===== config.mk =====
export PLATFORM = sky130hd
export DESIGN_NAME = triangle_stream_serializer_flat
export DESIGN_NICKNAME = d
export VERILOG_FILES = /design/src/rtl/triangle_pkg.sv /design/src/rtl/triangle_stream_serializer_if.sv /design/src/rtl/triangle_stream_serializer.sv /design/src/flat_wrapper.sv
export SDC_FILE = /design/constraint.sdc
export NUM_CORES = 1
export LEC_CHECK = 0
export CORE_UTILIZATION = 51
export DETAILED_ROUTE_END_ITERATION = 16
export GPL_TIMING_DRIVEN = 0
export PLACE_DENSITY = 0.91
export SETUP_SLACK_MARGIN = 0.05
export SLEW_MARGIN = 20
export SYNTH_ARGS = -nofsm -noshare
export SYNTH_HDL_FRONTEND = slang
export SYNTH_SLANG_ARGS = --single-unit

===== constraint.sdc =====
create_clock -name clk -period 2.99 [get_ports clk]
set_clock_uncertainty 0.15 [all_clocks]
set_input_delay 0.299 -clock clk [delete_from_list [all_inputs] [get_ports clk]]
set_output_delay 0.299 -clock clk [all_outputs]
set_load 0.05 [all_outputs]

===== src/rtl/triangle_pkg.sv =====
// Triangle link payload types shared by the serializer and its far-end deserializer.
package triangle_pkg;

  localparam int unsigned COORD_W = 12;
  localparam int unsigned COLOR_W = 8;

  typedef struct packed {
    logic [COORD_W-1:0] x;
    logic [COORD_W-1:0] y;
    logic [COORD_W-1:0] z;
  } position_t;

  typedef struct packed {
    position_t          position;
    logic [COLOR_W-1:0] color;
  } vertex_t;

  // v0 occupies the MSBs, so v0.position.x leads on the wire.
  typedef struct packed {
    vertex_t v0;
    vertex_t v1;
    vertex_t v2;
  } triangle_t;

  typedef struct packed {
    logic [7:0] model_id;
    logic       last;
  } triangle_metadata_t;

endpackage


===== src/rtl/triangle_stream_serializer_if.sv =====
// Handshake bundle for the triangle serializer: triangle input stream and word output stream.
interface triangle_stream_serializer_if #(
  parameter int unsigned DATA_WIDTH = 8
) ();
  import triangle_pkg::*;

  logic                  s_valid;
  logic                  s_ready;
  triangle_t             s_triangle;
  triangle_metadata_t    s_metadata;

  logic                  m_valid;
  logic                  m_ready;
  logic [DATA_WIDTH-1:0] m_data;
  logic                  m_first;
  logic                  m_last;

  // Serializer side: accepts triangles, produces words.
  modport master (
    input  s_valid, s_triangle, s_metadata, m_ready,
    output s_ready, m_valid, m_data, m_first, m_last
  );

  // Environment side: supplies triangles, consumes words.
  modport slave (
    output s_valid, s_triangle, s_metadata, m_ready,
    input  s_ready, m_valid, m_data, m_first, m_last
  );

endinterface


===== src/rtl/triangle_stream_serializer.sv =====
// Transmit end of the triangle link: frames one triangle as a header word
// followed by its payload, MSB first, in DATA_WIDTH-bit words.
module triangle_stream_serializer #(
  parameter int unsigned DATA_WIDTH = 8,
  parameter logic [6:0]  SYNC       = 7'b1010101
) (
  input  logic                         clk,
  input  logic                         rstn,
  triangle_stream_serializer_if.master link,
  output logic [15:0]                  frames_sent
);
  import triangle_pkg::*;

  localparam int unsigned PAYLOAD_BITS  = $bits(triangle_t);
  localparam int unsigned PAYLOAD_WORDS = (PAYLOAD_BITS + DATA_WIDTH - 1) / DATA_WIDTH;
  localparam int unsigned SHIFT_W       = PAYLOAD_WORDS * DATA_WIDTH;
  localparam int unsigned CNT_W         = (PAYLOAD_WORDS > 1) ? $clog2(PAYLOAD_WORDS) : 1;
  localparam logic [DATA_WIDTH-2:0] SYNC_BITS = (DATA_WIDTH-1)'(SYNC);

  typedef enum logic [1:0] {
    IDLE,
    HEADER,
    PAYLOAD
  } state_t;

  state_t             state;
  logic [SHIFT_W-1:0] shreg;
  logic [SHIFT_W-1:0] shreg_next;
  logic [CNT_W-1:0]   cnt;

  // Payload image after the current top word has been consumed.
  assign shreg_next = shreg << DATA_WIDTH;

  // Ready only when no frame is in flight; held low while in reset.
  assign link.s_ready = rstn && (state == IDLE);

  // Frame sequencer with registered word outputs.
  always_ff @(posedge clk or negedge rstn) begin
    if (!rstn) begin
      state        <= IDLE;
      shreg        <= '0;
      cnt          <= '0;
      link.m_valid <= 1'b0;
      link.m_data  <= '0;
      link.m_first <= 1'b0;
      link.m_last  <= 1'b0;
      frames_sent  <= '0;
    end else begin
      case (state)
        IDLE: begin
          if (link.s_valid) begin
            shreg        <= SHIFT_W'(link.s_triangle);
            cnt          <= CNT_W'(PAYLOAD_WORDS - 1);
            link.m_data  <= {SYNC_BITS, link.s_metadata.last};
            link.m_valid <= 1'b1;
            link.m_first <= 1'b1;
            link.m_last  <= 1'b0;
            state        <= HEADER;
          end
        end
        HEADER: begin
          if (link.m_ready) begin
            link.m_data  <= shreg[SHIFT_W-1 -: DATA_WIDTH];
            link.m_first <= 1'b0;
            link.m_last  <= (cnt == '0);
            state        <= PAYLOAD;
          end
        end
        PAYLOAD: begin
          if (link.m_ready) begin
            shreg <= shreg_next;
            if (cnt == '0) begin
              link.m_valid <= 1'b0;
              link.m_last  <= 1'b0;
              frames_sent  <= frames_sent + 16'd1;
              state        <= IDLE;
            end else begin
              cnt         <= cnt - CNT_W'(1);
              link.m_data <= shreg_next[SHIFT_W-1 -: DATA_WIDTH];
              link.m_last <= (cnt == CNT_W'(1));
            end
          end
        end
        default: state <= IDLE;
      endcase
    end
  end

endmodule


===== src/flat_wrapper.sv =====
// flat-port wrapper written by rule: the top's interface ports become plain ports
module triangle_stream_serializer_flat import triangle_pkg::*;
#(
  parameter int unsigned DATA_WIDTH = 8,
  parameter logic [6:0]  SYNC       = 7'b1010101
)
  (clk, rstn, frames_sent, link_s_valid, link_s_triangle, link_s_metadata, link_m_ready, link_s_ready, link_m_valid, link_m_data, link_m_first, link_m_last);
  triangle_stream_serializer_if #(.DATA_WIDTH(DATA_WIDTH)) link_i ();
  input  logic clk;
  input  logic rstn;
  output logic [15:0] frames_sent;
  input wire logic [$bits(link_i.s_valid)-1:0] link_s_valid;
  input wire logic [$bits(link_i.s_triangle)-1:0] link_s_triangle;
  input wire logic [$bits(link_i.s_metadata)-1:0] link_s_metadata;
  input wire logic [$bits(link_i.m_ready)-1:0] link_m_ready;
  output wire logic [$bits(link_i.s_ready)-1:0] link_s_ready;
  output wire logic [$bits(link_i.m_valid)-1:0] link_m_valid;
  output wire logic [$bits(link_i.m_data)-1:0] link_m_data;
  output wire logic [$bits(link_i.m_first)-1:0] link_m_first;
  output wire logic [$bits(link_i.m_last)-1:0] link_m_last;
  assign link_i.s_valid = link_s_valid;
  assign link_i.s_triangle = link_s_triangle;
  assign link_i.s_metadata = link_s_metadata;
  assign link_i.m_ready = link_m_ready;
  assign link_s_ready = link_i.s_ready;
  assign link_m_valid = link_i.m_valid;
  assign link_m_data = link_i.m_data;
  assign link_m_first = link_i.m_first;
  assign link_m_last = link_i.m_last;
  triangle_stream_serializer #(.DATA_WIDTH(DATA_WIDTH), .SYNC(SYNC)) u_core (.clk(clk), .rstn(rstn), .link(link_i), .frames_sent(frames_sent));
endmodule

==> reports/metrics.csv <==
stage,metric,value,unit
sta,max_freq,0.3765,GHz
synth,yosysSeqAreaShare,0.5389,
clock_tree,cts_max_path_buffers,2,
synth,synth_area_leaders,"dfrtp_1, mux2i_1, o21ai_0",
floorplan,die_h,126.4,um
run_status,status,finished with violations,
worst_setup_path,cp_max_fo,6,
synth,yosysTopAreaCellShare,0.5389,
synth,syn-instance-count,761,
synth,ys.flop_type,dfrtp_1,
clock_tree,clk_pin_slew,60,ps
route,initialDrtViolationCount,325,
global_routing,overflow,0,
worst_setup_path,cp_cell_sequence,inv_1 > ha_1 > and2_1 > clkdlybuf4s50_1,
sta,finalSetupViolations,0,
pwr,power.density,1047,nW/um2
synth,synthArstFlopShare,1.000,
placed_design,gp_congestion,0.8556,
route,route.vias.total,6279,
finish,num-nets-final,1097,
floorplan,fp.coreArea,15150,um2
route,avgViaCountPerCell,5.484,
pwr,p_leak,4.474,nW
synth,synth_area,7894,um2
clock_tree,post-cts-setup-buffers,0,
synth,ys_warn_count,0,
synth,yosysTopAreaCell,dfrtp_1,
clock_tree,cts_tree,done,
pwr,finalPower,10.92,mW
worst_setup_path,cpMaxStageDelayCell,clkdlybuf4s50_1,
worst_setup_path,rrSetupSlack,380,ps
sta,rsz0062_at_grt,false,
clock_tree,cts.repair.resized,0,
clock_tree,cts_sinks,170,
finish,n_antenna_cell,0,
sta,hold_viol,98,
worst_setup_path,reg2regPathDepth,9,
sta,worst_pin_slew,794.1,ps
floorplan,initial_utilization,0.5212,
global_routing,grt_max_degree,101,
floorplan,dieWidth,126.4,um
worst_setup_path,max_stage_delay,790,ps
floorplan,die-area,15980,um2
route,drt_wl_total,19170,um
placed_design,post-place-ws,304.9,ps
sta,setup_slack,333.7,ps
worst_setup_path,r2r-start,u_core.state[1],
finish,areaGrowthSynthToFinish,32.11,%
placed_design,dp_hpwl,13970,um
sta,max-slew-margin-rel,0.4632,
worst_setup_path,end_kind,output pin,
global_routing,grt_pass1_wl,32220,um
finish,layout_commonest_cell,nand2_1,
synth,ys_ff_latch,170,
worst_setup_path,arrival,2210,ps
sta,fin_hold_ws,-246.9,ps
finish,mostFrequentLayoutCells,"nand2_1, dfrtp_1, clkdlybuf4s50_1",
run_status,violations,negative hold slack,
synth,synth_edf_count,0,
floorplan,rows,45,
worst_setup_path,critPathKind,reg -> out,
route,drt_first_pass_iters,4,
finish,stdcell_count,1145,
clock_tree,htreeDepth,4,
route,ant_nets,0,
clock_tree,root_buffer,clkbuf_16,
sta,min_period,2656,ps
floorplan,ioPinCount,173,
global_routing,grt_usage,0.2593,
worst_setup_path,worstSetupStartpointType,flip-flop,
worst_setup_path,required,2540,ps
global_routing,grt_pass1_vias,6535,
placed_design,numPortBuffers,164,
sta,period_share,0.8884,
worst_setup_path,path_buf_inv,2,
route,drc_errors,0,
placed_design,place_inst,1114,
worst_setup_path,reg2reg_to,u_core.link.m_valid,
min_path,hold_class,in -> async,
pwr,vdd_drop_max,0.5504,mV
sta,slew_viol_final,0,
synth,synth.net_count,914,
synth,avgSynthCellArea,10.37,um2
clock_tree,worstSkewPairLatency,420,ps
finish,drive_gt1_frac,0.06583,
route,wl_per_cell,16.74,um
global_routing,antenna_found_initial,0,
job,drv_cap,0,
synth,ys_types,43,
worst_setup_path,cpLargestDelayFamily,buffers and inverters,
clock_tree,cts_made_buffers,17,
[power breakdown]
| group | total [mW] | switching, mW | internal, mW |
|---|---|---|---|
| Clock | 2.33 | 0.890 | 1.44 |
| Sequential | 3.99 | 0.618 | 3.37 |
| Combinational | 4.60 | 2.82 | 1.78 |
| Total | 10.9 | 4.33 | 6.59 |
[cells in the mapped netlist, drive strengths merged (4+ instances only)]
master / instances
o21ai: 139
dfrtp: 170
buf: 25
clkbuf: 29
mux2i: 124
nor3: 4
a21oi: 5
ha: 8
inv: 6
nand2: 174
a22o: 6
nand3b: 8
nand3: 11
xnor2: 13
[through the flow]
step                TNS, ps  hold slack [ps]    util  area, um2
floorplan                 0           -146.6       -       7894
global placement    -921360            298.6  0.6451       9771
detailed placement        0            238.5  0.6473       9803
CTS                       0           -210.3  0.6888      10430
global route              0           -185.6  0.6886      10430
finish                    0           -246.9  0.6886      10430
[state kept, by name, summed over array words and instances (netlist names)]
name / flops
u_core.shreg: 136
u_core.frames_sent: 16
u_core.link.m_data: 8
u_core.cnt: 5
u_core.state: 2
u_core.link.m_first: 1
u_core.link.m_last: 1
u_core.link.m_valid: 1
[worst max-delay path by stage]
stage               slack, ps            start  cells after the start                     end
finish                    330  u_core.state[1]                      4            link_s_ready
CTS                       280  u_core.state[1]                     10        u_core.shreg[67]
detailed placement        300     link_m_ready                      8        u_core.shreg[33]
floorplan                 820  u_core.state[0]                      7  u_core.frames_sent[11]
global placement        -5400             rstn                      1        u_core.shreg[36]
global route              150  u_core.state[1]                      9     u_core.link.m_valid
[logic make-up after synthesis]
group | count (synthesis) | synth area share
simple gates | 215 | 0.1200
mux | 127 | 0.1615
buf+inv | 60 | 0.03281
fa+ha+maj | 8 | 0.01268
flops | 170 | 0.5389
xor+xnor | 15 | 0.01759
compound gates | 166 | 0.1165
[metal layers]
layer | wire length, um | part of all wire | GRT usage
met1 | 8210 | 0.43 | 0.3207
met2 | 9601 | 0.50 | 0.4439
met3 | 1004 | 0.052 | 0.05778
met4 | 351 | 0.018 | 0.1006
met5 | 0 | 0 | 0
[area by class of cell]
cell class / count / area [um2]
inverter: 6 / 22.52
multi-input combinational: 531 / 3381
clock buffer: 21 / 460.4
tap: 188 / 235.2
timing repair buffer: 165 / 1674
buffer: 53 / 232.7
sequential: 170 / 4254
clock inverter: 11 / 168.9
fill: 1123 / 4717
(Power assumes the default switching activity.)
